[src/rtl/bitmap_addr_gen_if.sv]
// Bus bundle for the bitmap address generator:
// CPU/config side in, video RAM address and flags out.
interface bitmap_addr_gen_if #(
  parameter int ADDR_W = 15,
  parameter int PW     = 1
);
  logic              ce2H;
  logic [15:0]       BA;
  logic [7:0]        BD;
  logic              BITMDn;
  logic              cfg_we;
  logic [2:0]        cfg_addr;
  logic              AXn;
  logic              XINCn;
  logic              AYn;
  logic              YINCn;
  logic [ADDR_W-1:0] DRBA;
  logic [PW-1:0]     PIXA;
  logic              x_wrap;
  logic              y_wrap;

  modport master (
    output ce2H, BA, BD, BITMDn, cfg_we, cfg_addr,
    output AXn, XINCn, AYn, YINCn,
    input  DRBA, PIXA, x_wrap, y_wrap
  );

  modport slave (
    input  ce2H, BA, BD, BITMDn, cfg_we, cfg_addr,
    input  AXn, XINCn, AYn, YINCn,
    output DRBA, PIXA, x_wrap, y_wrap
  );
endinterface

[src/rtl/bitmap_addr_gen.sv]
// Bitmap X/Y coordinate counters with programmable step,
// limit, wrap/clamp and raster carry into Y.
module bitmap_addr_gen #(
  parameter int X_WIDTH  = 8,
  parameter int Y_WIDTH  = 8,
  parameter int PIX_BITS = 1,
  parameter int ADDR_W   = Y_WIDTH + X_WIDTH - PIX_BITS
) (
  input logic         clk,
  input logic         reset,
  bitmap_addr_gen_if.slave bus
);

  localparam int XW = X_WIDTH;
  localparam int YW = Y_WIDTH;

  logic [XW-1:0] x_q, x_d, xstep_q, xstep_d, xmax_q, xmax_d;
  logic [YW-1:0] y_q, y_d, ystep_q, ystep_d, ymax_q, ymax_d;
  logic [2:0]    mode_q, mode_d;
  logic          x_wrap_q, x_wrap_d, y_wrap_q, y_wrap_d;

  logic          xs, ys, wx, wy, carry;
  logic [8:0]    xr, yr;
  logic          unused_bus;

  // {flag, next} on 10-bit math so limits never alias
  function automatic logic [8:0] step_f(
    input logic [7:0] v,
    input logic [7:0] st,
    input logic [7:0] mx,
    input logic       dn,
    input logic       cl
  );
    logic [9:0] s, v10, m10, r;
    logic       f;
    v10 = {2'b00, v};
    m10 = {2'b00, mx};
    s   = (st < mx) ? {2'b00, st} : m10;
    r   = v10;
    f   = 1'b0;
    if (s != 10'd0) begin
      if (!dn) begin
        r = v10 + s;
        if (r > m10) begin
          f = 1'b1;
          r = cl ? m10 : r - m10 - 10'd1;
        end
      end else if (s > v10) begin
        f = 1'b1;
        r = cl ? 10'd0 : v10 + m10 + 10'd1 - s;
      end else begin
        r = v10 - s;
      end
    end
    return {f, r[7:0]};
  endfunction

  always_comb begin
    x_d      = x_q;
    y_d      = y_q;
    xstep_d  = xstep_q;
    ystep_d  = ystep_q;
    xmax_d   = xmax_q;
    ymax_d   = ymax_q;
    mode_d   = mode_q;
    x_wrap_d = 1'b0;
    y_wrap_d = 1'b0;

    wx = bus.cfg_we & (bus.cfg_addr == 3'd0);
    wy = bus.cfg_we & (bus.cfg_addr == 3'd1);
    xs = bus.ce2H & ~bus.BITMDn & ~bus.AXn;
    xr = step_f(8'(x_q), 8'(xstep_q), 8'(xmax_q),
                bus.XINCn, mode_q[0]);
    carry = xs & ~wx & xr[8] & mode_q[2] & ~mode_q[0];
    ys = (bus.ce2H & ~bus.BITMDn & ~bus.AYn) | carry;
    yr = step_f(8'(y_q), 8'(ystep_q), 8'(ymax_q),
                bus.YINCn, mode_q[1]);

    if (wx) begin
      x_d = bus.BD[XW-1:0];
    end else if (xs) begin
      x_d      = xr[XW-1:0];
      x_wrap_d = xr[8];
    end

    if (wy) begin
      y_d = bus.BD[YW-1:0];
    end else if (ys) begin
      y_d      = yr[YW-1:0];
      y_wrap_d = yr[8];
    end

    if (bus.cfg_we) begin
      case (bus.cfg_addr)
        3'd2:    xstep_d = bus.BD[XW-1:0];
        3'd3:    ystep_d = bus.BD[YW-1:0];
        3'd4:    xmax_d  = bus.BD[XW-1:0];
        3'd5:    ymax_d  = bus.BD[YW-1:0];
        3'd6:    mode_d  = bus.BD[2:0];
        default: ;
      endcase
    end
  end

  always_ff @(posedge clk) begin
    if (reset) begin
      x_q      <= '0;
      y_q      <= '0;
      xstep_q  <= XW'(1);
      ystep_q  <= YW'(1);
      xmax_q   <= '1;
      ymax_q   <= '1;
      mode_q   <= '0;
      x_wrap_q <= 1'b0;
      y_wrap_q <= 1'b0;
    end else begin
      x_q      <= x_d;
      y_q      <= y_d;
      xstep_q  <= xstep_d;
      ystep_q  <= ystep_d;
      xmax_q   <= xmax_d;
      ymax_q   <= ymax_d;
      mode_q   <= mode_d;
      x_wrap_q <= x_wrap_d;
      y_wrap_q <= y_wrap_d;
    end
  end

  assign bus.DRBA = bus.BITMDn ? bus.BA[ADDR_W-1:0]
                               : {y_q, x_q[XW-1:PIX_BITS]};

  if (PIX_BITS == 0) begin : g_nopix
    assign bus.PIXA = 1'b0;
  end else begin : g_pix
    assign bus.PIXA = x_q[PIX_BITS-1:0];
  end

  assign bus.x_wrap = x_wrap_q;
  assign bus.y_wrap = y_wrap_q;
  assign unused_bus = ^{bus.BA, bus.BD};

endmodule

[src/flat_wrapper.sv]
// flat-port wrapper written by rule: the top's interface ports become plain ports
module bitmap_addr_gen_flat 
#(
  parameter int X_WIDTH  = 8,
  parameter int Y_WIDTH  = 8,
  parameter int PIX_BITS = 1,
  parameter int ADDR_W   = Y_WIDTH + X_WIDTH - PIX_BITS
)
  (clk, reset, bus_ce2H, bus_BA, bus_BD, bus_BITMDn, bus_cfg_we, bus_cfg_addr, bus_AXn, bus_XINCn, bus_AYn, bus_YINCn, bus_DRBA, bus_PIXA, bus_x_wrap, bus_y_wrap);
  bitmap_addr_gen_if #(.ADDR_W(ADDR_W), .PW(1)) bus_i ();
  input logic clk;
  input logic reset;
  input wire logic [$bits(bus_i.ce2H)-1:0] bus_ce2H;
  input wire logic [$bits(bus_i.BA)-1:0] bus_BA;
  input wire logic [$bits(bus_i.BD)-1:0] bus_BD;
  input wire logic [$bits(bus_i.BITMDn)-1:0] bus_BITMDn;
  input wire logic [$bits(bus_i.cfg_we)-1:0] bus_cfg_we;
  input wire logic [$bits(bus_i.cfg_addr)-1:0] bus_cfg_addr;
  input wire logic [$bits(bus_i.AXn)-1:0] bus_AXn;
  input wire logic [$bits(bus_i.XINCn)-1:0] bus_XINCn;
  input wire logic [$bits(bus_i.AYn)-1:0] bus_AYn;
  input wire logic [$bits(bus_i.YINCn)-1:0] bus_YINCn;
  output wire logic [$bits(bus_i.DRBA)-1:0] bus_DRBA;
  output wire logic [$bits(bus_i.PIXA)-1:0] bus_PIXA;
  output wire logic [$bits(bus_i.x_wrap)-1:0] bus_x_wrap;
  output wire logic [$bits(bus_i.y_wrap)-1:0] bus_y_wrap;
  assign bus_i.ce2H = bus_ce2H;
  assign bus_i.BA = bus_BA;
  assign bus_i.BD = bus_BD;
  assign bus_i.BITMDn = bus_BITMDn;
  assign bus_i.cfg_we = bus_cfg_we;
  assign bus_i.cfg_addr = bus_cfg_addr;
  assign bus_i.AXn = bus_AXn;
  assign bus_i.XINCn = bus_XINCn;
  assign bus_i.AYn = bus_AYn;
  assign bus_i.YINCn = bus_YINCn;
  assign bus_DRBA = bus_i.DRBA;
  assign bus_PIXA = bus_i.PIXA;
  assign bus_x_wrap = bus_i.x_wrap;
  assign bus_y_wrap = bus_i.y_wrap;
  bitmap_addr_gen #(.X_WIDTH(X_WIDTH), .Y_WIDTH(Y_WIDTH), .PIX_BITS(PIX_BITS), .ADDR_W(ADDR_W)) u_core (.clk(clk), .reset(reset), .bus(bus_i));
endmodule
[config.mk]
export PLATFORM = sky130hd
export DESIGN_NAME = bitmap_addr_gen_flat
export DESIGN_NICKNAME = d
export VERILOG_FILES = /design/src/rtl/bitmap_addr_gen_if.sv /design/src/rtl/bitmap_addr_gen.sv /design/src/flat_wrapper.sv
export SDC_FILE = /design/constraint.sdc
export NUM_CORES = 1
export LEC_CHECK = 0
export CORE_MARGIN = 5
export CORE_UTILIZATION = 30
export CTS_BUF_LIST = sky130_fd_sc_hd__clkbuf_4 sky130_fd_sc_hd__clkbuf_8
export CTS_CLUSTER_DIAMETER = 200
export CTS_CLUSTER_SIZE = 10
export DETAILED_ROUTE_END_ITERATION = 10
export GPL_TIMING_DRIVEN = 0
export PLACE_DENSITY = 0.57
export SYNTH_ARGS = -nofsm -noshare
export SYNTH_HDL_FRONTEND = slang
export SYNTH_SLANG_ARGS = --single-unit
[constraint.sdc]
create_clock -name clk -period 5.5 [get_ports clk]
set_input_delay 1.65 -clock clk [delete_from_list [all_inputs] [get_ports clk]]
set_output_delay 1.65 -clock clk [all_outputs]
set_load 0.02 [all_outputs]
==> key figures <==
STA
  • Max Freq: 188 MHz
  • Final setup vio count: 0
  • Hold Violations, Final: 0
  • Min cycle time layout: 5.33 ns
  • Slew Limit Fails: 0
  • Worst Skew: 0.00987 ns
  • Tcrit/Tclk final: 96.9%
  • Worst-Margin Slew: 1.00 ns
  • Relative slew slack: 32.7%

Synth
  • Area contributors post-synth: ha_1, dfxtp_1, nand2_1, fa_1, a21oi_1
  • Top_reg_cell synth: dfxtp_1
  • Flops & latches, synth: 53
  • Async SR Flop Fraction: 0%
  • Mapped Avg Cell Area: 7.72 sq um
  • Post-synth EDFFs: 0
  • Synthesized area: 0.00677 sq mm
  • Register area share after synthesis: 15.7%
  • Largest area contributor in the netlist: ha_1
  • Most frequent cell after synthesis: nand2_1
  • Post-Synthesis Cells: 876
  • Syn_nets: 1028
  • Synth warn: 0
  • Top-area cell type share of the netlist area: 17.8%
  • Distinct cell type count after synthesis: 64
  • Post-synth top cells: nand2_1, ha_1, inv_1

Route
  • 1st-iter DRT viols: 338
  • # DRC: 0
  • Routed Antenna Nets: 0
  • DRT Pass-1 Iters: 5
  • Final wirelength: 22100 um
  • Avg Vias per Cell: 5.28
  • DR vias: 6469
  • WL per Instance: 18.0 um

Global routing
  • Total track usage: 16.7%
  • Largest net degree at the start of global routing: 20
  • Initial antenna violation count: 0
  • Global-route wire length before repair: 34700 um
  • Vias in the first global route: 6332
  • Grt ovf: 0

Worst setup path
  • Worst path slowest cell: fa_1
  • Critical Path RT: 5.74 ns
  • Kind of critical path: reg -> reg
  • Worst path arrival time: 5.57 ns
  • CP startpoint kind: flop
  • CP max stage delay: 0.42 ns
  • Max FO, Critical Path: 10
  • Crit. End Element: flop
  • CP top delay family: compound AO/OA/AOI/OAI gates
  • Worst path bufs/invs: 3
  • Worst path cell trace: inv_1, ha_1, a2111oi_4, o31ai_4, mux2_2, ha_1, inv_1, fa_1, o21bai_1, a21oi_1, o31ai_2, xnor2_2, ha_1, a31oi_1, o21ai_2, a21oi_2, nand4bb_2, o21a_4, buf_6, a211o_1, a211oi_2
  • CP most frequent cell: ha_1

Status
  • Outcome: finished clean

Clocking
  • Bufs on Longest Clock Path: 2
  • TritonCTS clock tree: yes
  • Root Buffer: clkbuf_8
  • CTS Buf Count: 5
  • H-tree depth: 2
  • Worst-Skew Late Latency: 0.32 ns
  • CTS Sinks: 53
  • # hold bufs at CTS: 0
  • Clock transition at path regs: 0.11 ns

Placement
  • Final GP Congestion: 0.887
  • IO Port Bufs: 50
  • Detail Placement HPWL: 17800 um

Finish
  • P&R area growth vs syn: 17.8%
  • Share of cells above drive strength 1: 9.56%
  • Final core occ: 35.5%
  • Total of fill cells in the finished design: 2377
  • Nets: 1092
  • Antenna Cells: 0

Power and ir drop
  • Pwr Total: 1.32 mW
  • PwrDens: 166 mW/mm^2
  • Peak VDD IR: 0.120 mV
  • LEAKAGE: 3.49 nW

Floorplan
  • Row count: 55
  • Die ar.: 0.0257 sq mm
  • Die W: 160 um
  • Initial Util: 30.2%
  • DIE HEIGHT: 160 um
  • Core area: 0.0224 sq mm
  • Top Ports: 54

Min path
  • Min-Delay Path Class: reg -> reg

Run
  • Max Cap Viol: 0
## final cells by class
type | count | area (sq um) | share of cell area (%)
repair buffers | 60 | 576 | 7.22
plain buffers | 32 | 140 | 1.76
multi-input cells | 710 | 5430 | 68.1
clock inverters | 3 | 28.8 | 0.361
well taps | 285 | 357 | 4.47
flip-flops and latches | 53 | 1080 | 13.6
inverters | 78 | 293 | 3.67
clock buffers | 5 | 68.8 | 0.863
## sequential cells by signal (all words and copies together), names as in the netlist
| name | count |
|---|---|
| u_core.bus.y_wrap | 1 |
| u_core.mode_q | 3 |
| u_core.bus.x_wrap | 1 |
| u_core.x_q | 8 |
| u_core.ymax_q | 8 |
| u_core.xstep_q | 8 |
| u_core.xmax_q | 8 |
| u_core.ystep_q | 8 |
| u_core.y_q | 8 |
## kinds of logic (layout without fill, tap and decap cells)
| group | after synthesis | in the layout | synth area share, % |
|---|---|---|---|
| DFF | 53 | 53 | 15.7 |
| adders and majority gates | 116 | 116 | 23.7 |
| and+or+nand+nor | 256 | 256 | 17.8 |
| muxes | 31 | 31 | 4.81 |
| AOI/OAI and AO/OA | 258 | 258 | 25.2 |
| xor gates and xnor gates | 49 | 49 | 6.34 |
| buffers and inverters | 113 | 178 | 6.47 |
## worst register-to-register path: stages, from the launching register on
cell and delay, ns:
dfxtp_2 0.38, inv_1 0.12, ha_1 0.37, a2111oi_4 0.37, o31ai_4 0.14, mux2_2 0.30, ha_1 0.18, inv_1 0.06
fa_1 0.42, o21bai_1 0.15, a21oi_1 0.15, o31ai_2 0.37, xnor2_2 0.15, ha_1 0.41, a31oi_1 0.13, o21ai_2 0.24
a21oi_2 0.09, nand4bb_2 0.34, o21a_4 0.29, buf_6 0.15, a211o_1 0.27, a211oi_2 0.17
## worst paths after layout
kind                                                       end                      startpoint  cells after the start  slack (ns)
worst max register to register      u_core.y_q[5]$_SDFFE_PP0P_   u_core.xmax_q[1]$_SDFFE_PP1P_                     21        0.17
worst max-delay path                u_core.y_q[5]$_SDFFE_PP0P_   u_core.xmax_q[1]$_SDFFE_PP1P_                     21        0.17
worst min-delay path            u_core.ystep_q[5]$_SDFFE_PP0P_  u_core.ystep_q[5]$_SDFFE_PP0P_                      2        0.51
worst min register to register  u_core.ystep_q[5]$_SDFFE_PP0P_  u_core.ystep_q[5]$_SDFFE_PP0P_                      2        0.51
## metrics by stage
stage / setup WS (ns) / cells / hold WS (ns) / setup TNS (ns) / cell area [sq um]
floorplan: 0.402 / 876 / 0.455 / 0 / 6770
finish: 0.171 / 1226 / 0.506 / 0 / 7970
detailed placement: -0.717 / 1211 / 0.488 / -7.89 / 7620
global route: -0.0288 / 1226 / 0.538 / -0.0892 / 7970
CTS: 0.0158 / 1222 / 0.505 / 0 / 7800
global placement: -0.697 / 1211 / 0.473 / -7.17 / 7620
## power by group
| group | internal (mW) | leakage [nW] | switching, mW |
|---|---|---|---|
| clock | 0.0958 | 0.0506 | 0.153 |
| combinational | 0.282 | 3.01 | 0.365 |
| sequential | 0.400 | 0.426 | 0.0288 |
## metal layers
| layer | up-vias | wire length [um] | global-route usage, % |
|---|---|---|---|
| met3 | 34 | 585 | 1.14 |
| met2 | 139 | 11100 | 30.2 |
| li1 | 3221 | - | - |
| met4 | 0 | 690 | 4.58 |
| met1 | 3075 | 9740 | 21.5 |
| met5 | - | 0 | 0 |
## cell usage in the layout, fill, tap and decap left out, drive strengths merged, types with 8 or more instances in the layout
cell type	Yosys	layout
nand3	11	11
nor2b	12	12
xnor2	30	30
a211oi	11	11
buf	8	19
o211ai	33	33
nand2	110	110
o21a	12	12
and3	8	8
clkbuf	27	28
nor3	18	18
mux2	12	12
dfxtp	53	53
a21oi	73	73
nor2	49	49
a21o	19	19
nor4	9	9
nand2b	10	10
o21ai	56	56
inv	78	80
ha	96	96
clkdlybuf4s50	0	50
o31ai	8	8
fa	20	20
mux2i	19	19
xor2	19	19
## what timing repair did
item / 4_1_cts / 5_1_grt
gates resized for setup: 14 / 36
pin swaps: 2 / 10
gates cloned: 0 / 0
setup endpoints to repair: 17 / 15
setup buffers: 5 / 5
Power figures use the tool's default switching activity.
